### config.mk
export PLATFORM = sky130hd
export DESIGN_NAME = dma_host_cfg_master
export DESIGN_NICKNAME = d
export VERILOG_FILES = /design/src/rtl/dma_host_pkg.sv /design/src/rtl/dma_poll_timer.sv /design/src/rtl/dma_host_cfg_master.sv
export SDC_FILE = /design/constraint.sdc
export NUM_CORES = 1
export LEC_CHECK = 0
export ABC_AREA = 1
export BUFFER_PORTS_ARGS = -buffer_cell sky130_fd_sc_hd__buf_2
export CAP_MARGIN = 40
export CORE_MARGIN = 10
export CORE_UTILIZATION = 35
export DETAILED_ROUTE_END_ITERATION = 16
export MAX_ROUTING_LAYER = met4
export PLACE_DENSITY = 0.66
export SLEW_MARGIN = 10
export SYNTH_ARGS = -nofsm -noshare
export SYNTH_HDL_FRONTEND = slang
export SYNTH_HIERARCHICAL = 1
export SYNTH_SLANG_ARGS = --single-unit
### constraint.sdc
create_clock -name clk0 -period 3.15 [get_ports clk0]
set_clock_uncertainty 0.1 [all_clocks]
set_input_delay 0 -clock clk0 [delete_from_list [all_inputs] [get_ports clk0]]
set_output_delay 0 -clock clk0 [all_outputs]
set_load 0.01 [all_outputs]
### src/rtl/dma_host_pkg.sv
// Shared command codes, register map, bit positions and FSM encoding for the
// host-side DMA register initiator.
package dma_host_pkg;

    localparam int unsigned PADD_W = 24;
    localparam int unsigned CMD_W  = 3;
    localparam int unsigned DATA_W = 32;
    localparam int unsigned CTRL_W = 10;

    localparam logic [CMD_W-1:0] CMD_IDLE = 3'b000;
    localparam logic [CMD_W-1:0] CMD_RD   = 3'b001;
    localparam logic [CMD_W-1:0] CMD_WR   = 3'b010;

    localparam logic [2:0] OFF_STAT  = 3'd0;
    localparam logic [2:0] OFF_RADDR = 3'd1;
    localparam logic [2:0] OFF_WADDR = 3'd2;
    localparam logic [2:0] OFF_LEN   = 3'd3;
    localparam logic [2:0] OFF_CTRL  = 3'd6;

    localparam logic [PADD_W-1:0] DMA_BASE = 24'h080000;

    localparam int unsigned ST_DONE = 0;
    localparam int unsigned ST_BUSY = 1;
    localparam int unsigned ST_REOP = 2;
    localparam int unsigned ST_WEOP = 3;
    localparam int unsigned ST_LEN  = 4;

    localparam int unsigned CT_BYTE = 0;
    localparam int unsigned CT_HW   = 1;
    localparam int unsigned CT_WORD = 2;
    localparam int unsigned CT_GO   = 3;
    localparam int unsigned CT_IEN  = 4;
    localparam int unsigned CT_REEN = 5;
    localparam int unsigned CT_WEEN = 6;
    localparam int unsigned CT_LEEN = 7;
    localparam int unsigned CT_RCON = 8;
    localparam int unsigned CT_WCON = 9;

    typedef enum logic [3:0] {
        S_IDLE, S_W_STAT, S_W_RADDR, S_W_WADDR, S_W_LEN, S_W_CTRL,
        S_R_STAT, S_R_WAIT, S_CAPTURE, S_W_CLR, S_FIN
    } state_e;

    // Control word with the go bit forced to the given value.
    function automatic logic [CTRL_W-1:0] with_go(input logic [CTRL_W-1:0] c, input logic go);
        logic [CTRL_W-1:0] r;
        r        = c;
        r[CT_GO] = go;
        return r;
    endfunction

endpackage

### src/rtl/dma_poll_timer.sv
// Status-poll counter: cleared between sequences, advanced per unfinished poll,
// flags the final permitted poll.
module dma_poll_timer
    import dma_host_pkg::*;
#(
    parameter int unsigned POLL_LIMIT = 1024,
    parameter int unsigned POLL_W     = 11
) (
    input  logic clk,
    input  logic reset,
    input  logic clr,
    input  logic inc,
    output logic last_c
);

    logic [POLL_W-1:0] count;

    always_ff @(posedge clk) begin
        if (reset || clr) begin
            count <= '0;
        end else if (inc) begin
            count <= count + POLL_W'(1);
        end
    end

    assign last_c = (count == POLL_W'(POLL_LIMIT - 1));

endmodule

### src/rtl/dma_host_cfg_master.sv
// Programs the DMA register block from one start request: clear status, load
// addresses/length/control with go, poll for done or timeout, then drop go.
module dma_host_cfg_master #(
    parameter int unsigned padd_size  = 24,
    parameter int unsigned cmd_size   = 3,
    parameter int unsigned data_size  = 32,
    parameter logic [padd_size-1:0] DMA_BASE = dma_host_pkg::DMA_BASE,
    parameter int unsigned POLL_LIMIT = 1024,
    parameter int unsigned POLL_W     = 11
) (
    input  logic                 clk0,
    input  logic                 reset,
    input  logic                 start,
    input  logic [data_size-1:0] src_addr,
    input  logic [data_size-1:0] dst_addr,
    input  logic [data_size-1:0] xfer_len,
    input  logic [9:0]           ctrl,
    output logic [cmd_size-1:0]  host_cmd,
    output logic [padd_size-1:0] host_addr,
    output logic [data_size-1:0] host_wdata,
    input  logic [data_size-1:0] host_rdata,
    output logic                 busy_o,
    output logic                 done_o,
    output logic                 err_o,
    output logic                 timeout_o,
    output logic [data_size-1:0] status_o
);
    import dma_host_pkg::*;

    state_e               state;
    logic [data_size-1:0] src_q, dst_q, len_q;
    logic [9:0]           ctrl_q;
    logic                 to_flag;
    logic                 req_ok_c, poll_clr_c, poll_inc_c, poll_last_c;

    function automatic logic [padd_size-1:0] reg_addr(input logic [2:0] off);
        return DMA_BASE + padd_size'(off);
    endfunction

    assign req_ok_c   = (xfer_len != '0) && $onehot(ctrl[2:0]);
    assign poll_clr_c = (state == S_IDLE);
    assign poll_inc_c = (state == S_CAPTURE) && !host_rdata[ST_DONE] && !poll_last_c;

    dma_poll_timer #(.POLL_LIMIT(POLL_LIMIT), .POLL_W(POLL_W)) u_poll (
        .clk    (clk0),
        .reset  (reset),
        .clr    (poll_clr_c),
        .inc    (poll_inc_c),
        .last_c (poll_last_c)
    );

    // Bus outputs are loaded on the edge that enters the state they belong to.
    always_ff @(posedge clk0) begin
        if (reset) begin
            state      <= S_IDLE;
            host_cmd   <= cmd_size'(CMD_IDLE);
            host_addr  <= '0;
            host_wdata <= '0;
            busy_o     <= 1'b0;
            done_o     <= 1'b0;
            err_o      <= 1'b0;
            timeout_o  <= 1'b0;
            status_o   <= '0;
            src_q      <= '0;
            dst_q      <= '0;
            len_q      <= '0;
            ctrl_q     <= '0;
            to_flag    <= 1'b0;
        end else begin
            host_cmd   <= cmd_size'(CMD_IDLE);
            host_addr  <= '0;
            host_wdata <= '0;
            done_o     <= 1'b0;
            err_o      <= 1'b0;
            timeout_o  <= 1'b0;
            case (state)
                S_IDLE: if (start) begin
                    src_q   <= src_addr;
                    dst_q   <= dst_addr;
                    len_q   <= xfer_len;
                    ctrl_q  <= ctrl;
                    to_flag <= 1'b0;
                    busy_o  <= 1'b1;
                    if (req_ok_c) begin
                        state     <= S_W_STAT;
                        host_cmd  <= cmd_size'(CMD_WR);
                        host_addr <= reg_addr(OFF_STAT);
                    end else begin
                        state  <= S_FIN;
                        done_o <= 1'b1;
                        err_o  <= 1'b1;
                    end
                end
                S_W_STAT: begin
                    state      <= S_W_RADDR;
                    host_cmd   <= cmd_size'(CMD_WR);
                    host_addr  <= reg_addr(OFF_RADDR);
                    host_wdata <= src_q;
                end
                S_W_RADDR: begin
                    state      <= S_W_WADDR;
                    host_cmd   <= cmd_size'(CMD_WR);
                    host_addr  <= reg_addr(OFF_WADDR);
                    host_wdata <= dst_q;
                end
                S_W_WADDR: begin
                    state      <= S_W_LEN;
                    host_cmd   <= cmd_size'(CMD_WR);
                    host_addr  <= reg_addr(OFF_LEN);
                    host_wdata <= len_q;
                end
                S_W_LEN: begin
                    state      <= S_W_CTRL;
                    host_cmd   <= cmd_size'(CMD_WR);
                    host_addr  <= reg_addr(OFF_CTRL);
                    host_wdata <= data_size'(with_go(ctrl_q, 1'b1));
                end
                S_W_CTRL, S_R_STAT, S_R_WAIT: begin
                    if (state == S_W_CTRL) begin
                        state     <= S_R_STAT;
                        host_cmd  <= cmd_size'(CMD_RD);
                        host_addr <= reg_addr(OFF_STAT);
                    end else begin
                        state <= (state == S_R_STAT) ? S_R_WAIT : S_CAPTURE;
                    end
                end
                // Read data has settled by now; done wins over the last-poll check.
                S_CAPTURE: begin
                    status_o <= host_rdata;
                    if (host_rdata[ST_DONE] || poll_last_c) begin
                        to_flag    <= !host_rdata[ST_DONE];
                        state      <= S_W_CLR;
                        host_cmd   <= cmd_size'(CMD_WR);
                        host_addr  <= reg_addr(OFF_CTRL);
                        host_wdata <= data_size'(with_go(ctrl_q, 1'b0));
                    end else begin
                        state     <= S_R_STAT;
                        host_cmd  <= cmd_size'(CMD_RD);
                        host_addr <= reg_addr(OFF_STAT);
                    end
                end
                S_W_CLR: begin
                    state     <= S_FIN;
                    done_o    <= 1'b1;
                    timeout_o <= to_flag;
                end
                S_FIN: begin
                    state  <= S_IDLE;
                    busy_o <= 1'b0;
                end
                default: state <= S_IDLE;
            endcase
        end
    end

endmodule

Word-level counts from Yosys, hierarchy flattened

Index checks and enable logic that the tools add are counted.

$add $sub $neg: 3
Bitwise operators: 2
Eq/ne operators: 14
Muxes and demuxes: 26
Reductions and logical operators: 18

Operator list:

| operator                                                                | number |
|---|---|
| 32-bit case mux with 5 select lines                                     | 1 |
| 20-bit case mux with 7 select lines                                     | 1 |
| 20-bit two-way mux                                                      | 3 |
| 4-bit case mux with 8 select lines                                      | 1 |
| 32-bit nonzero test                                                     | 1 |
| 4-bit two-way mux                                                       | 5 |
| 4-bit by 3-bit equality test with 1-bit output, second input constant   | 4 |
| 4-bit equality test, second input constant                              | 3 |
| 11-bit by 1-bit adder with 11-bit output, second input constant         | 1 |
| 11-bit by 10-bit equality test with 1-bit output, second input constant | 1 |
| 10-bit two-way mux                                                      | 1 |
| 4-bit by 2-bit equality test with 1-bit output, second input constant   | 2 |
| 2-bit case mux with 4 select lines                                      | 1 |
| 1-bit two-way mux                                                       | 6 |
| 2-bit two-way mux                                                       | 3 |
| 1-bit case mux with 2 select lines                                      | 3 |
| 4-bit by 1-bit equality test with 1-bit output, second input constant   | 1 |
| 4-bit zero test                                                         | 1 |
| 2-bit AND reduction                                                     | 2 |
| 2-bit nonzero test                                                      | 2 |
| 2-bit OR reduction                                                      | 2 |
| 4-bit OR reduction                                                      | 1 |
| 1-bit logical AND                                                       | 3 |
| 3-bit two-way mux                                                       | 1 |
| other kinds (10)                                                        | 13 |

Register bits after elaboration: 217
Word-level logic and storage cells: 78
Output and inout port bits: 95

Logic depth before layout (Yosys ltp)

Word-level depth: 7
Depth in mapped cells: 12

Cells and area by module

Netlist, hierarchy kept.

By module, submodules not included:

| module              | seq. area each (um2) | area an instance (um2) | instances | cells an instance |
|---|---|---|---|---|
| dma_host_cfg_master | 3683.5               | 7120.6                 | 1         | 923 |
| dma_poll_timer      | 220.2                | 526.8                  | 1         | 73 |

Worst setup path before layout

Ideal clock, no wire load.

Kind: register to register
Start point: register u_poll.count[0]
End point: register u_poll.count[4]
Stages on the path, launching flop included: 11
Library setup time: 0.117 ns
Data required time: 2.933 ns
Data arrival time: 1.515 ns
Path slack: 1.418 ns
Cells stage by stage: dfxtp_1 ha_1 and3_2 nor2_1 nand2_1 inv_1 nand2_1 inv_1 nand2_1 o21ai_0 nor2_1

Longest elaborated chain between the ends: 3
Elaborated cells on any way between the ends: 4
Classes of those cells: add/sub: 1; eq/ne: 1; reduce/logical: 2

Ends and longest elaborated chain:

| item                                             | line                      | text |
|---|---|---|
| start: declaration                               | dma_poll_timer.sv:16      | `logic [POLL_W-1:0] count;` |
| start signal: assignment                         | dma_poll_timer.sv:22      | `count <= count + POLL_W'(1);` |
| 11-bit by 10-bit equality test with 1-bit output | dma_poll_timer.sv:26      | `assign last_c = (count == POLL_W'(POLL_LIMIT - 1));` |
| via poll_last_c                                  | dma_host_cfg_master.sv:34 | `logic req_ok_c, poll_clr_c, poll_inc_c, poll_last_c;` |
| 1-bit zero test                                  | dma_host_cfg_master.sv:42 | `assign poll_inc_c = (state == S_CAPTURE) && !host_rdata[ST_DONE] && !poll_last_c;` |
| 1-bit logical AND                                | dma_host_cfg_master.sv:42 |  |
| via poll_inc_c                                   | dma_host_cfg_master.sv:34 |  |

The timed path passes the listed nets, and every way through them passes these cells.
A chain may end at the register's enable or synchronous reset.

Final worst setup path

Start point: register state[0]
End point: register len_q[27]

Longest elaborated chain between the ends: 2

Ends and longest elaborated chain:

| item                          | line                       | text |
|---|---|---|
| start: declaration            | dma_host_cfg_master.sv:30  | `state_e state;` |
| start signal: assignment      | dma_host_cfg_master.sv:124 | `state <= (state == S_R_STAT) ? S_R_WAIT : S_CAPTURE;` |
| 4-bit zero test               | --                         |  |
| via poll_clr_c                | dma_host_cfg_master.sv:34  |  |
| 2-bit AND reduction (no line) | --                         |  |
| end signal: assignment        | dma_host_cfg_master.sv:80  | `len_q <= xfer_len;` |
| end: declaration              | dma_host_cfg_master.sv:31  | `logic [data_size-1:0] src_q, dst_q, len_q;` |

The timed path passes the listed nets, and every way through them passes these cells.

==> metrics.log <==
INFO  metric run_status = complete, no violations
INFO  metric core = 21690 um^2
INFO  metric drt_pre_antenna_iters = 6
INFO  metric timing.max_cap.violations = 0
INFO  metric static-leakage-power = 5.007 nW
INFO  metric hold_path.class = primary input to flip-flop
INFO  metric postSynthAreaPerCell = 7.678 um^2
INFO  metric postCtsHoldBufs = 149
INFO  metric library_cell_with_the_largest_summed_area_after_synthesis = dfxtp_1
INFO  metric r2r-start = state[0]
INFO  metric yosys.cell_types.count = 34
INFO  metric clkSlewWorstSetupHoldPaths = 0.07 ns
INFO  metric timing.critical_path.slowest_stage_cell = dlygate4sd3_1
INFO  metric timing_max_transition_violations_final = 0
INFO  metric start_util = 0.3526
INFO  metric fin_setup_tns = 0 ns
INFO  metric cp-end-kind = flip-flop
INFO  metric critPathBufInv = 3
INFO  metric post_synth_and_or_nand_nor_area_fraction = 0.1674
INFO  metric maximum_number_of_pins_on_one_net_before_global_route_repair = 173
INFO  metric synth.ff_latch_count = about 200
INFO  metric critical_path.startpoint_type = flip-flop
INFO  metric layout.cell_area.non_filler = 10950 um^2
INFO  metric power = 8.847 mW
INFO  metric synth_top_cells_by_area = dfxtp_1, a21oi_1, nand2_1, o21ai_0, nor2_1
INFO  metric area.growth.synth_to_final = 43.18%
INFO  metric worst-endpoint-arrival = approximately 2.7 ns
INFO  metric tightestPinTransition = 0.7388 ns
INFO  metric grt_overflow_total = 0
INFO  metric mostFrequentLayoutCell = buf_2
INFO  metric num-nets-final = 1474
INFO  metric cp_cell_sequence = inv_2, nand2_4, nor2_8, nand2_4, buf_12, nand2_1, a21oi_1, dlygate4sd3_1
INFO  metric final_hpwl_from_detailed_placement = 15910 um
INFO  metric detail_route.wl_per_cell = 15.20 um
INFO  metric wirelength = 24710 um
INFO  metric detail_route.vias_per_cell = approximately 4.7
INFO  metric cts_made_buffers = 17
INFO  metric clock_period_minus_worst_slack = between 2 and 2.5 ns
INFO  metric tritoncts = yes
INFO  metric rsz0062_at_grt = no
INFO  metric grt_first_pass_wirelength = around 40000 um
INFO  metric area_fraction_of_the_dominant_cell_type_after_synthesis = 0.5105
INFO  metric post_placement_worst_setup_slack = 1.102 ns
INFO  metric die_area = roughly 28000 um^2
INFO  metric hold_ws = ~0.23 ns
INFO  metric fin_cells = 1625
INFO  metric yosys_warn_count = 6
INFO  metric clk_latency = 0.43 ns
INFO  metric final_min_period_over_clock_period = 0.7633
INFO  metric synth.cell_area = 7647 um^2
INFO  metric post-cts-setup-buffers = 0
INFO  metric critical-path-top-delay-family = buffers and inverters
INFO  metric layout.cells.most_common_list = buf_2, dfxtp_1, nand2_1
INFO  metric drc = 0
INFO  metric synth_cells = 996
INFO  metric drt.antenna.violating_nets = 0
INFO  metric setup_viol = 0
INFO  metric first_global_vias = 7911
INFO  metric number_of_resized_instances_in_the_post_cts_repair_step = 0
INFO  metric clock_sinks = a little under 200
INFO  metric portion_of_the_post_synthesis_area_used_by_sequential_elements = 0.5105
INFO  metric io_pins = around 240
INFO  metric cts_root_buf = clkbuf_16
INFO  metric dpl.cell_count = 1443
INFO  metric hold_start = host_rdata[13]
INFO  metric htreeDepth = 4
INFO  metric clock.fmax = 0.4159 GHz
INFO  metric pwr_density = 808.0 nW/um^2
INFO  metric die_height = 167.8 um
INFO  metric place.gp.congestion = a little over 0.8
INFO  metric combinational_family_with_the_most_area_after_synthesis = compound AO/OA/AOI/OAI gates
INFO  metric placement.cell_area = around 8800 um^2
INFO  metric antenna_found_initial = 2
INFO  metric cp_max_fo = 172
INFO  metric die_w = 167.8 um
INFO  metric worst_case_clock_buffer_depth = 2
INFO  metric critical_path.most_common_cell = nand2_4
INFO  metric detail_route.iter0.violations = ~650
INFO  metric synth_compound_gate_area_share = 0.1978
INFO  metric routed-via-count = between 7000 and 8000
INFO  metric timing.setup.critical_path_class = flip-flop to flip-flop
INFO  metric quantity_of_i_o_buffers_inserted_on_ports = 213
INFO  metric post_route_cells_drive_above_1_share = 0.2100
INFO  metric max_stage_delay = 0.56 ns
INFO  metric rows = between 50 and 60
INFO  metric synth_xor_xnor_area_share = 0.002291
INFO  metric final.setup.worst_slack = 0.7456 ns
INFO  metric crit_start = state[0]
INFO  metric post-route-util = 0.5048
INFO  metric share_of_synthesized_area_spent_on_multiplexers = 0
INFO  metric report.final.hold_viol_count = 0
INFO  metric worst_ep_required_time = 3.42 ns
INFO  metric track_usage = 0.1748
INFO  metric worst_ir_drop_vdd = 0.6389 mV
INFO  metric max_slew_margin = 0.5075
INFO  metric synth_adder_area_share = 0.004254
[state kept, by name (all words and copies together) (netlist names)]
signal        cells
dst_q            32
host_wdata       32
len_q            32
src_q            32
status_o         32
u_poll/count     11
ctrl_q            9
host_addr         4
state             4
host_cmd          2
busy_o            1
done_o            1
err_o             1
timeout_o         1
to_flag           1
[path summary, 6_finish.rpt]
| check | endpoint | slack, ns | cells past startpoint |
|---|---|---|---|
| max | len_q[27] | 0.75 | 8 |
| min | status_o[13] | 0.23 | 4 |
| max reg2reg | len_q[27] | 0.75 | 8 |
| min reg2reg | timeout_o | 0.35 | 2 |
[area by class of cell]
| type | instances | area [um^2] |
|---|---|---|
| fillers | 2030 | 10740 |
| flip-flops and latches | 195 | 3904 |
| multi-input cells | 621 | 2937 |
| repair buffers | 375 | 2668 |
| clock buffers | 20 | 456.7 |
| inverters | 121 | 456.7 |
| well taps | 280 | 350.3 |
| clock inverters | 11 | 172.7 |
| diodes | 2 | 5.005 |
[cells in the mapped netlist (all sizes together)]
master,n
buf,58
fa,1
nor3,7
nand3,11
dfxtp,195
a21oi,131
clkbuf,21
and3,1
o31ai,1
a31oi,1
ha,1
inv,120
xor2,1
nand2,165
o22ai,6
o221ai,26
xnor2,1
clkinv,1
nand4,1
o21ai,114
nor2,132
conb,1
[per-layer routing]
layer	vias to the layer above	track usage	wire (um)	part of all wire
met1	3567	0.2127	10870	0.44
li1	3827	-	-	-
met4	0	0.05261	354	0.014
met5	-	-	0	0
met2	244	0.2808	11920	0.48
met3	28	0.04377	1560	0.063
[cells by family (layout without fill, tap and decap cells)]
family | count (synthesis) | count (layout)
compound gates | 279 | 279
simple gates | 317 | 317
flops | 195 | 195
xor+xnor | 2 | 2
buf+inv | 200 | 527
fa+ha+maj | 2 | 2
other cells | 1 | 23
[worst reg2reg max path: stages, from the launching register on]
cell	delay, ns
dfxtp_1	0.47
inv_2	0.09
nand2_4	0.12
nor2_8	0.07
nand2_4	0.08
buf_12	0.41
nand2_1	0.30
a21oi_1	0.17
dlygate4sd3_1	0.56
[where the power goes]
group          switching (mW)  internal, mW
Sequential              0.277          3.23
Clock                   0.961          1.38
Combinational            1.94          1.05
Total                    3.18          5.66
No activity file was read; power rests on OpenSTA's default activity.
